--- src/rtl/conv_phase_center_loader_pkg.sv ---
// Shared types and register-word layout for the conv_phase center loader.
// Holds the default widths, the load_centers bit map, FSM states and the queued command record.
package conv_phase_pkg;

   localparam int CP_ADDR_W = 9;
   localparam int CP_DATA_W = 16;

   localparam int LOAD_BIT = 31;
   localparam int ADDR_LSB = 16;
   localparam int DATA_LSB = 0;

   typedef enum logic [0:0] {
      IDLE  = 1'b0,
      DRAIN = 1'b1
   } cp_state_e;

   typedef struct packed {
      logic [CP_ADDR_W-1:0] addr;
      logic [CP_DATA_W-1:0] data;
   } center_cmd_t;

   function automatic center_cmd_t decode_cmd(input logic [31:0] word);
      center_cmd_t cmd;
      cmd.addr = word[ADDR_LSB +: CP_ADDR_W];
      cmd.data = word[DATA_LSB +: CP_DATA_W];
      return cmd;
   endfunction

endpackage

--- src/rtl/conv_phase_center_loader_fifo.sv ---
// Synchronous FIFO of center_cmd_t with occupancy count; pushes while full and pops while
// empty are ignored. Zero-latency read of the head entry, updates on the clock edge.
module center_cmd_fifo
   import conv_phase_pkg::*;
#(
   parameter  int DEPTH = 4,
   localparam int PTR_W = $clog2(DEPTH),
   localparam int CNT_W = PTR_W + 1
) (
   input  logic              clk,
   input  logic              rst_n,
   input  logic              push,
   input  center_cmd_t       push_dat,
   input  logic              pop,
   output center_cmd_t       pop_dat,
   output logic              full,
   output logic              empty,
   output logic [CNT_W-1:0]  count
);

   center_cmd_t        mem_q [DEPTH];
   center_cmd_t        mem_d [DEPTH];
   logic [PTR_W-1:0]   wr_ptr_q, wr_ptr_d;
   logic [PTR_W-1:0]   rd_ptr_q, rd_ptr_d;
   logic [CNT_W-1:0]   count_q, count_d;
   logic               push_en;
   logic               pop_en;

   assign full    = (count_q == CNT_W'(DEPTH));
   assign empty   = (count_q == '0);
   assign count   = count_q;
   assign pop_dat = mem_q[rd_ptr_q];

   assign push_en = push & ~full;
   assign pop_en  = pop & ~empty;

   always_comb begin
      mem_d    = mem_q;
      wr_ptr_d = wr_ptr_q;
      rd_ptr_d = rd_ptr_q;
      count_d  = count_q;
      if (push_en) begin
         mem_d[wr_ptr_q] = push_dat;
         wr_ptr_d        = wr_ptr_q + 1'b1;
      end
      if (pop_en) begin
         rd_ptr_d = rd_ptr_q + 1'b1;
      end
      case ({push_en, pop_en})
         2'b10:   count_d = count_q + 1'b1;
         2'b01:   count_d = count_q - 1'b1;
         default: count_d = count_q;
      endcase
   end

   always_ff @(posedge clk) begin
      if (!rst_n) begin
         wr_ptr_q <= '0;
         rd_ptr_q <= '0;
         count_q  <= '0;
      end else begin
         wr_ptr_q <= wr_ptr_d;
         rd_ptr_q <= rd_ptr_d;
         count_q  <= count_d;
      end
   end

   // Storage needs no reset: the pointers alone define validity.
   always_ff @(posedge clk) begin
      mem_q <= mem_d;
   end

endmodule

--- src/rtl/conv_phase_center_loader.sv ---
// Queues load_centers commands and writes them to the center RAM only in the guard window after sync_in.
// Latency: load edge to ram_we = next sync_in + 2 cycles. Optional readback port under CENTER_READBACK_EN.
module conv_phase_center_loader
   import conv_phase_pkg::*;
#(
   parameter  int ADDR_W       = CP_ADDR_W,
   parameter  int DATA_W       = CP_DATA_W,
   parameter  int FIFO_DEPTH   = 4,
   parameter  int GUARD_CYCLES = 8,
   localparam int CNT_W        = $clog2(FIFO_DEPTH) + 1
) (
   input  logic              user_clk,
   input  logic              user_rst_n,
   input  logic [31:0]       reg_word,
   input  logic              sync_in,
   output logic              ram_we,
   output logic [ADDR_W-1:0] ram_addr,
   output logic [DATA_W-1:0] ram_data,
   output logic [CNT_W-1:0]  pending,
   output logic              busy,
   output logic              overflow,
   input  logic              clr_overflow
`ifdef CENTER_READBACK_EN
   ,
   output logic [31:0]       readback
`endif
);

   cp_state_e          state_q, state_d;
   logic [7:0]         guard_q, guard_d;
   logic               load_hist_q, load_hist_d;
   logic               overflow_q, overflow_d;
   logic               ram_we_q, ram_we_d;
   logic [ADDR_W-1:0]  ram_addr_q, ram_addr_d;
   logic [DATA_W-1:0]  ram_data_q, ram_data_d;

   logic               cmd_det;
   logic               fifo_push;
   logic               fifo_pop;
   logic               fifo_full;
   logic               fifo_empty;
   logic [CNT_W-1:0]   fifo_count;
   logic [CNT_W-1:0]   cnt_after;
   center_cmd_t        push_cmd;
   center_cmd_t        pop_cmd;
   logic               unused_word_bits;

   assign unused_word_bits = ^reg_word[30:25];

   // Rising edge of the load bit; history resets high so a level held through reset is ignored.
   assign cmd_det     = reg_word[LOAD_BIT] & ~load_hist_q;
   assign load_hist_d = reg_word[LOAD_BIT];
   assign push_cmd    = decode_cmd(reg_word);
   assign fifo_push   = cmd_det & ~fifo_full;

   always_comb begin
      overflow_d = overflow_q;
      if (cmd_det && fifo_full) begin
         overflow_d = 1'b1;
      end else if (clr_overflow) begin
         overflow_d = 1'b0;
      end
   end

   center_cmd_fifo #(
      .DEPTH (FIFO_DEPTH)
   ) u_fifo (
      .clk      (user_clk),
      .rst_n    (user_rst_n),
      .push     (fifo_push),
      .push_dat (push_cmd),
      .pop      (fifo_pop),
      .pop_dat  (pop_cmd),
      .full     (fifo_full),
      .empty    (fifo_empty),
      .count    (fifo_count)
   );

   assign cnt_after = fifo_count - CNT_W'(fifo_pop) + CNT_W'(fifo_push);

   always_ff @(posedge user_clk) begin
      if (!user_rst_n) begin
         state_q <= IDLE;
         guard_q <= '0;
      end else begin
         state_q <= state_d;
         guard_q <= guard_d;
      end
   end

   always_comb begin
      state_d = state_q;
      guard_d = guard_q;
      case (state_q)
         IDLE: begin
            if (sync_in && !fifo_empty) begin
               state_d = DRAIN;
               guard_d = 8'(GUARD_CYCLES - 1);
            end
         end
         DRAIN: begin
            if (guard_q != '0) begin
               guard_d = guard_q - 1'b1;
            end
            if (guard_q == '0 || cnt_after == '0) begin
               state_d = IDLE;
            end
         end
         default: state_d = IDLE;
      endcase
   end

   always_comb begin
      fifo_pop = (state_q == DRAIN) && !fifo_empty;
   end

   always_comb begin
      ram_we_d   = fifo_pop;
      ram_addr_d = ram_addr_q;
      ram_data_d = ram_data_q;
      if (fifo_pop) begin
         ram_addr_d = ADDR_W'(pop_cmd.addr);
         ram_data_d = DATA_W'(pop_cmd.data);
      end
   end

   always_ff @(posedge user_clk) begin
      if (!user_rst_n) begin
         load_hist_q <= 1'b1;
         overflow_q  <= 1'b0;
         ram_we_q    <= 1'b0;
         ram_addr_q  <= '0;
         ram_data_q  <= '0;
      end else begin
         load_hist_q <= load_hist_d;
         overflow_q  <= overflow_d;
         ram_we_q    <= ram_we_d;
         ram_addr_q  <= ram_addr_d;
         ram_data_q  <= ram_data_d;
      end
   end

   assign ram_we   = ram_we_q;
   assign ram_addr = ram_addr_q;
   assign ram_data = ram_data_q;
   assign pending  = fifo_count;
   assign overflow = overflow_q;
   assign busy     = (fifo_count != '0) || (state_q != IDLE);

`ifdef CENTER_READBACK_EN
   logic [8:0]  last_addr_q, last_addr_d;
   logic [15:0] last_data_q, last_data_d;

   // Captured alongside the RAM write so readback tracks the value on ram_addr/ram_data.
   always_comb begin
      last_addr_d = last_addr_q;
      last_data_d = last_data_q;
      if (ram_we_d) begin
         last_addr_d = 9'(ram_addr_d);
         last_data_d = 16'(ram_data_d);
      end
   end

   always_ff @(posedge user_clk) begin
      if (!user_rst_n) begin
         last_addr_q <= '0;
         last_data_q <= '0;
      end else begin
         last_addr_q <= last_addr_d;
         last_data_q <= last_data_d;
      end
   end

   assign readback = {overflow_q, 6'b0, last_addr_q, last_data_q};
`endif

endmodule

--- config.mk ---
export PLATFORM = sky130hd
export DESIGN_NAME = conv_phase_center_loader
export DESIGN_NICKNAME = d
export VERILOG_FILES = /design/src/rtl/conv_phase_center_loader_pkg.sv /design/src/rtl/conv_phase_center_loader_fifo.sv /design/src/rtl/conv_phase_center_loader.sv
export SDC_FILE = /design/constraint.sdc
export NUM_CORES = 1
export LEC_CHECK = 0
export CORE_MARGIN = 1.5
export CORE_UTILIZATION = 50
export CTS_CLUSTER_DIAMETER = 60
export DETAILED_ROUTE_END_ITERATION = 8
export HOLD_SLACK_MARGIN = 0.03
export PLACE_DENSITY = 0.78
export SLEW_MARGIN = 20
export SYNTH_ARGS = -nofsm -noshare
export SYNTH_HDL_FRONTEND = slang
export SYNTH_SLANG_ARGS = --single-unit
--- constraint.sdc ---
create_clock -name user_clk -period 2.6 [get_ports user_clk]
set_input_delay 0.26 -clock user_clk [delete_from_list [all_inputs] [get_ports user_clk]]
set_output_delay 0.26 -clock user_clk [all_outputs]
set_load 0.1 [all_outputs]
==> results of run 1 <==
[layout by cell type (no fill, tap or decap), drive strengths merged, types with 2 or more instances in the layout]
cell type	instances
inv	18
fa	2
xor2	3
o2bb2ai	26
or3b	2
mux4	25
a21oi	11
buf	41
or4	2
nor2b	2
ha	8
o211ai	3
clkinvlp	2
clkinv	5
and3	4
clkdlybuf4s50	29
nor2	9
nand3	2
a2111o	2
nor3	3
dfxtp	44
or4b	2
nand2	27
clkbuf	18
or3	2
edfxtp	100
o21ai	8
nand2b	4
[synth_stat cells, types with 3 or more instances]
cell,n
mux4_2,25
buf_2,8
o211ai_1,3
a21oi_1,11
xor2_1,3
nor2_1,9
nand2b_1,4
ha_1,8
and3_1,4
clkbuf_1,11
nor3_1,3
nand2_1,27
dfxtp_1,44
edfxtp_1,100
o2bb2ai_1,26
o21ai_0,8
inv_1,10
[area by class of cell]
cell class | count | area [um^2]
multi-input combinational | 162 | 1525
fill | 760 | 3999
clock inverter | 14 | 120.1
sequential | 144 | 3891
inverter | 11 | 41.29
clock buffer | 18 | 417.9
timing repair buffer | 70 | 623.1
tap | 140 | 175.2
[logic make-up (layout without fill, tap and decap cells)]
| logic type | after synthesis | in the layout | synth area share |
|---|---|---|---|
| DFF | 144 | 144 | 0.7021 |
| xor gates and xnor gates | 5 | 5 | 0.01041 |
| AOI/OAI and AO/OA | 59 | 59 | 0.08121 |
| muxes | 25 | 25 | 0.1018 |
| adders and majority gates | 10 | 10 | 0.02533 |
| and+or+nand+nor | 63 | 63 | 0.05700 |
| buffers and inverters | 30 | 113 | 0.02217 |
[critical path: stages, from the launching register on]
cell and delay, ps:
dfxtp_2 400, nor3b_1 390, nor2_1 130, inv_1 80, ha_1 180, inv_1 60
fa_1 370, xor2_1 150, or3_1 310, a21oi_1 140
[worst max-delay path by stage]
| stage | startpoint | to | slack (ps) | cells after the start |
|---|---|---|---|---|
| 6_report | u_fifo.count[2] | u_fifo.count[2] | 310 | 9 |
| 5_1_grt | u_fifo.count[2] | u_fifo.count[2] | 130 | 9 |
| 4_1_cts | u_fifo.count[2] | u_fifo.count[2] | 310 | 9 |
| 3_5_place_dp | u_fifo.count[2] | u_fifo.count[2] | 330 | 9 |
| 3_3_place_gp | u_fifo.count[2] | u_fifo.count[2] | 400 | 9 |
| 2_1_floorplan | u_fifo.count[1] | u_fifo.count[2] | 30 | 10 |
[state kept, by name, indices dropped and copies added, names as in the netlist]
| signal | count |
|---|---|
| load_hist_q | 1 |
| u_fifo.mem_q | 100 |
| state_q | 1 |
| ram_addr | 9 |
| ram_data | 16 |
| overflow | 1 |
| u_fifo.rd_ptr_q | 2 |
| ram_we | 1 |
| u_fifo.count | 3 |
| u_fifo.wr_ptr_q | 2 |
| guard_q | 8 |
[routing by layer]
metal,vias up,GRT usage,part of all wire
li1,1462,-,-
met1,1609,0.2210,0.39
met2,99,0.3255,0.54
met3,16,0.05485,0.061
met4,0,0.06391,0.014
met5,-,0,0
[where the power goes]
group / switching, uW / internal [uW]
sequential: 13.3 / 2470
combinational: 110 / 80.7
clock: 980 / 1200
total: 1100 / 3760
[metrics by stage]
stage          setup slack, ps  area [um^2]  std cells  power, uW
2_1_floorplan            25.43         5539        336       2636
3_3_place_gp             398.8         6256        527       2718
3_5_place_dp             334.1         6256        527       2726
4_1_cts                  310.5         6794        559       4899
5_1_grt                  125.7         6794        559       4996
6_report                 310.6         6794        559       4861
==> impl_metrics.yaml, run 1 <==
outcome:
  status: "finished clean"
global_route:
  grt_pass1_wl_mm: 15.79
  grt_max_degree: 33
  overflow: 0
  track_usage: 0.1865
  antenna_found_initial: 0
  grt_pass1_vias: 3132
sta:
  fin_crit_sh: 0.8805
  finalHoldViolations: 0
  fmax_ghz: 0.4368
  rsz0062_at_grt: "no"
  fin_crit_ps: 2289
  setup_viol: 0
  max_slew_margin: 0.5601
  hold_slack_ps: 351.4
  finClkSkew_ps: 12.39
  worst_slew_pin_slew_ps: 659.0
  slew_violations: 0
  tns_ps: 0
layout:
  nNetsFinal: 452
  fin_util: 0.6295
  diodes: 0
  areaGrowthSynthToFinish_pct: 22.82
  drive_gt1_frac: 0.2506
floorplan:
  fp.dieH_um: 108.2
  dieArea_um2: 11700
  initial_core_util: 0.5125
  pin_count: 67
  row_count: 38
  coreArea_um2: 10790
  die_w_um: 108.2
clocking:
  post_cts_buffers: 0
  clock_sinks: 144
  clk_latency_ps: 520
  htree_levels: 4
  numCtsBuffers: 17
  hold_buffers: 0
  cts_root_buf: "clkbuf_8"
  cts_resized: 0
  cts_tree: "yes"
  clk_pin_slew_worst_paths_ps: 70
  clk_path_buf_depth: 2
critical_path:
  regToRegSetupSlack_ps: 310
  worst_r2r_path_depth: 9
  cp.arrival_ps: 2730
  setup.worst_path.start_class: "flip-flop"
  cp-end-kind: "flip-flop"
  cp.required_ps: 3040
  r2r_start: "u_fifo.count[2]"
  critical_path.max_fanout: 9
  r2r-end: "u_fifo.count[2]"
  worstSetupPathType: "reg -> reg"
logic_synthesis:
  synth_edf_count: 100
  yosysTopAreaCell: "edfxtp_1"
  ys_seq_area_frac: 0.7021
  synth_fp_nets: 382
  synth.area.top_cells: "edfxtp_1 54%, dfxtp_1 16%, mux4_2 10%"
  synthArstFlopShare: 0
  synth_top_area_frac: 0.5429
  netlist_area_um2: 5532
  ys_warn_count: 0
  syn_inst: 336
  yosysUniqueCellTypes: 41
  ys_seq_elements: 144
  avgSynthCellArea_um2: 16.46
  synthFlopType: "edfxtp_1"
worst_hold_path:
  hold_depth: 2
  hold_start: "reg_word[31]"
  hold_class: "in -> reg"
  hold_path_end: "load_hist_q"
route:
  finalWirelength_mm: 10.18
  avgRoutedWirePerCell_um: 18.20
  drt_iter0_markers: 190
  first_pass_iters: 4
  ant_nets: 0
  post-route-drc-count: 0
  viasPerCell: 5.699
  vias: 3186
place:
  gp_congestion: 0.7929
  port_buffers: 60
  hpwlAfterDp_mm: 5.952
power:
  peakVddDrop_mv: 0.4511
  pwr_density_cell_nw_per_um2: 715.5
  p_leak_uw: 0.002322
job:
  cap_viol_max_count: 0
(Power assumes the default switching activity.)
==> inputs of run 2 (changes only) <==
Settings changed: CTS_BUF_LIST set to sky130_fd_sc_hd__clkbuf_4 sky130_fd_sc_hd__clkbuf_8 sky130_fd_sc_hd__clkbuf_16.
==> run 2 against run 1 <==
Cell count is the same; die area is the same; global-route usage is essentially flat; power grew 0.28%; core utilization is essentially flat; largest cell class unchanged.
==> impl_metrics.yaml, run 2 (synthesis results as in run 1) <==
route:
  wl_met3_um: 675
  first_pass_iters: 4
  drt_iter0_markers: 193
  viasPerCell: 5.708
  finalWirelength_mm: 10.17
  post-route-drc-count: 0
  ant_nets: 0
  dr_wl_met2_mm: 5.409
  wirelength_met1_mm: 3.984
  avgRoutedWirePerCell_um: 18.20
  vias: 3191
  top_layer_used: "met4"
global_route:
  grt_pass1_vias: 3134
  overflow: 0
  track_usage: 0.1868
  antenna_found_initial: 0
  grt_pass1_wl_mm: 15.82
  grt_max_degree: 33
sta:
  max_slew_margin: 0.5572
  fin_crit_ps: 2298
  setup_viol: 0
  finalHoldViolations: 0
  fin_crit_sh: 0.8840
  fmax_ghz: 0.4351
  worst_slew_pin_slew_ps: 663.3
  finClkSkew_ps: 12.77
  rsz0062_at_grt: "no"
  tns_ps: 0
  slew_violations: 0
clocking:
  htree_levels: 4
  cts_root_buf: "clkbuf_8"
  clk_latency_ps: 520
  post_cts_buffers: 0
  clk_pin_slew_worst_paths_ps: 70
  cts_tree: "yes"
  hold_buffers: 0
  clk_path_buf_depth: 2
  numCtsBuffers: 17
  clock_sinks: 144
  cts_resized: 0
job:
  cap_viol_max_count: 0
layout:
  final_cell_mix: "100 x edfxtp_1, 40 x dfxtp_1, 39 x buf_4, 29 x clkdlybuf4s50_1, 27 x nand2_1"
  final_common_cell: "edfxtp_1"
  fin_util: 0.6298
  largest_reg_flops: 100
  areaGrowthSynthToFinish_pct: 22.89
  diodes: 0
  nNetsFinal: 452
  drive_gt1_frac: 0.2530
  top_register: "u_fifo.mem_q"
  fillCellCount: 758
critical_path:
  cp.required_ps: 3040
  slowest_delay_ps: 400
  worst_r2r_path_depth: 9
  path_common_cell: "inv_1"
  worstSetupPathType: "reg -> reg"
  regToRegSetupSlack_ps: 300
  r2r_start: "u_fifo.count[2]"
  r2r-end: "u_fifo.count[2]"
  setup.worst_path.start_class: "flip-flop"
  critical_path.max_fanout: 9
  startpoint: "u_fifo.count[2]"
  cp.arrival_ps: 2740
  cp_top_family: "simple AND/OR/NAND/NOR gates"
  crit_chain: "nor3b_1 > nor2_1 > inv_1 > ha_1 > inv_1 > fa_1 > xor2_1 > or3_1 > a21oi_1"
  crit_end: "u_fifo.count[2]"
  cpMaxStageDelayCell: "dfxtp_2"
  path_buf_inv: 2
  cp-end-kind: "flip-flop"
  path_depth: 9
power:
  power_uw: 4875
  netSwitchingFraction: 0.2270
  internal-power_uw: 3768
  p_comb_frac: 0.039
  p_seq_frac: 0.510
  peakVddDrop_mv: 0.4593
  pwr_density_cell_nw_per_um2: 717.1
  switchingPower_uw: 1106
  clock_power_share: 0.451
  p_leak_uw: 0.002326
floorplan:
  row_count: 38
  initial_core_util: 0.5125
  fp.dieH_um: 108.2
  dieArea_um2: 11700
  pin_count: 67
  die_w_um: 108.2
  coreArea_um2: 10790
worst_hold_path:
  hold_class: "in -> reg"
outcome:
  status: "finished clean"
place:
  gp_congestion: 0.7929
  port_buffers: 60
  hpwlAfterDp_mm: 5.952
-- run 2: worst reg2reg max path: cells and delay by family (launching register included) --
| family | cells | cell delay, ps |
|---|---|---|
| fa+ha+maj | 2 | 550 |
| xor+xnor | 1 | 150 |
| flops | 1 | 400 |
| simple gates | 3 | 840 |
| compound gates | 1 | 140 |
| buf+inv | 2 | 140 |
-- run 2: stage by stage --
step	hold WS (ps)	setup WS (ps)	instances	cell area [um^2]
after floorplan	358.9	25.43	336	5539
final	354.4	301.7	559	6798
after CTS	340.5	310.5	559	6798
after global routing	362.4	125.7	559	6798
after detailed placement	454.2	334.1	527	6256
after global placement	453.1	398.8	527	6256
-- run 2: per-layer routing --
metal | track usage | vias to the layer above
met5 | 0 | -
met2 | 0.3259 | 110
met4 | 0.06391 | 0
li1 | - | 1467
met1 | 0.2214 | 1605
met3 | 0.05485 | 9
-- run 2: worst min path at each step --
stage	startpoint	to	slack, ps	cells past startpoint
after CTS	reg_word[31]	load_hist_q	340	2
after global placement	ram_addr[1]	ram_addr[1]	450	2
after detailed placement	ram_data[3]	ram_data[3]	450	2
after floorplan	reg_word[0]	u_fifo.mem_q[0]	360	0
after global routing	reg_word[31]	load_hist_q	360	2
final	reg_word[31]	load_hist_q	350	2
-- run 2: power groups by stage --
stage / logic, uW / clock network [uW] / registers [uW]
6_report: 191 / 2200 / 2490
5_1_grt: 206 / 2320 / 2490
4_1_cts: 193 / 2230 / 2490
3_5_place_dp: 190 / 0 / 2540
3_3_place_gp: 185 / 0 / 2530
2_1_floorplan: 84.9 / 0 / 2550
-- run 2: final cells by class --
class,instances,area (um^2),share of cell area
Clock buffer,18,421.7,0.06203
Tap cell,140,175.2,0.02577
Timing Repair Buffer,70,623.1,0.09166
Multi-Input combinational cell,162,1525,0.2244
Inverter,11,41.29,0.006074
Sequential cell,144,3891,0.5724
Clock inverter,14,120.1,0.01767
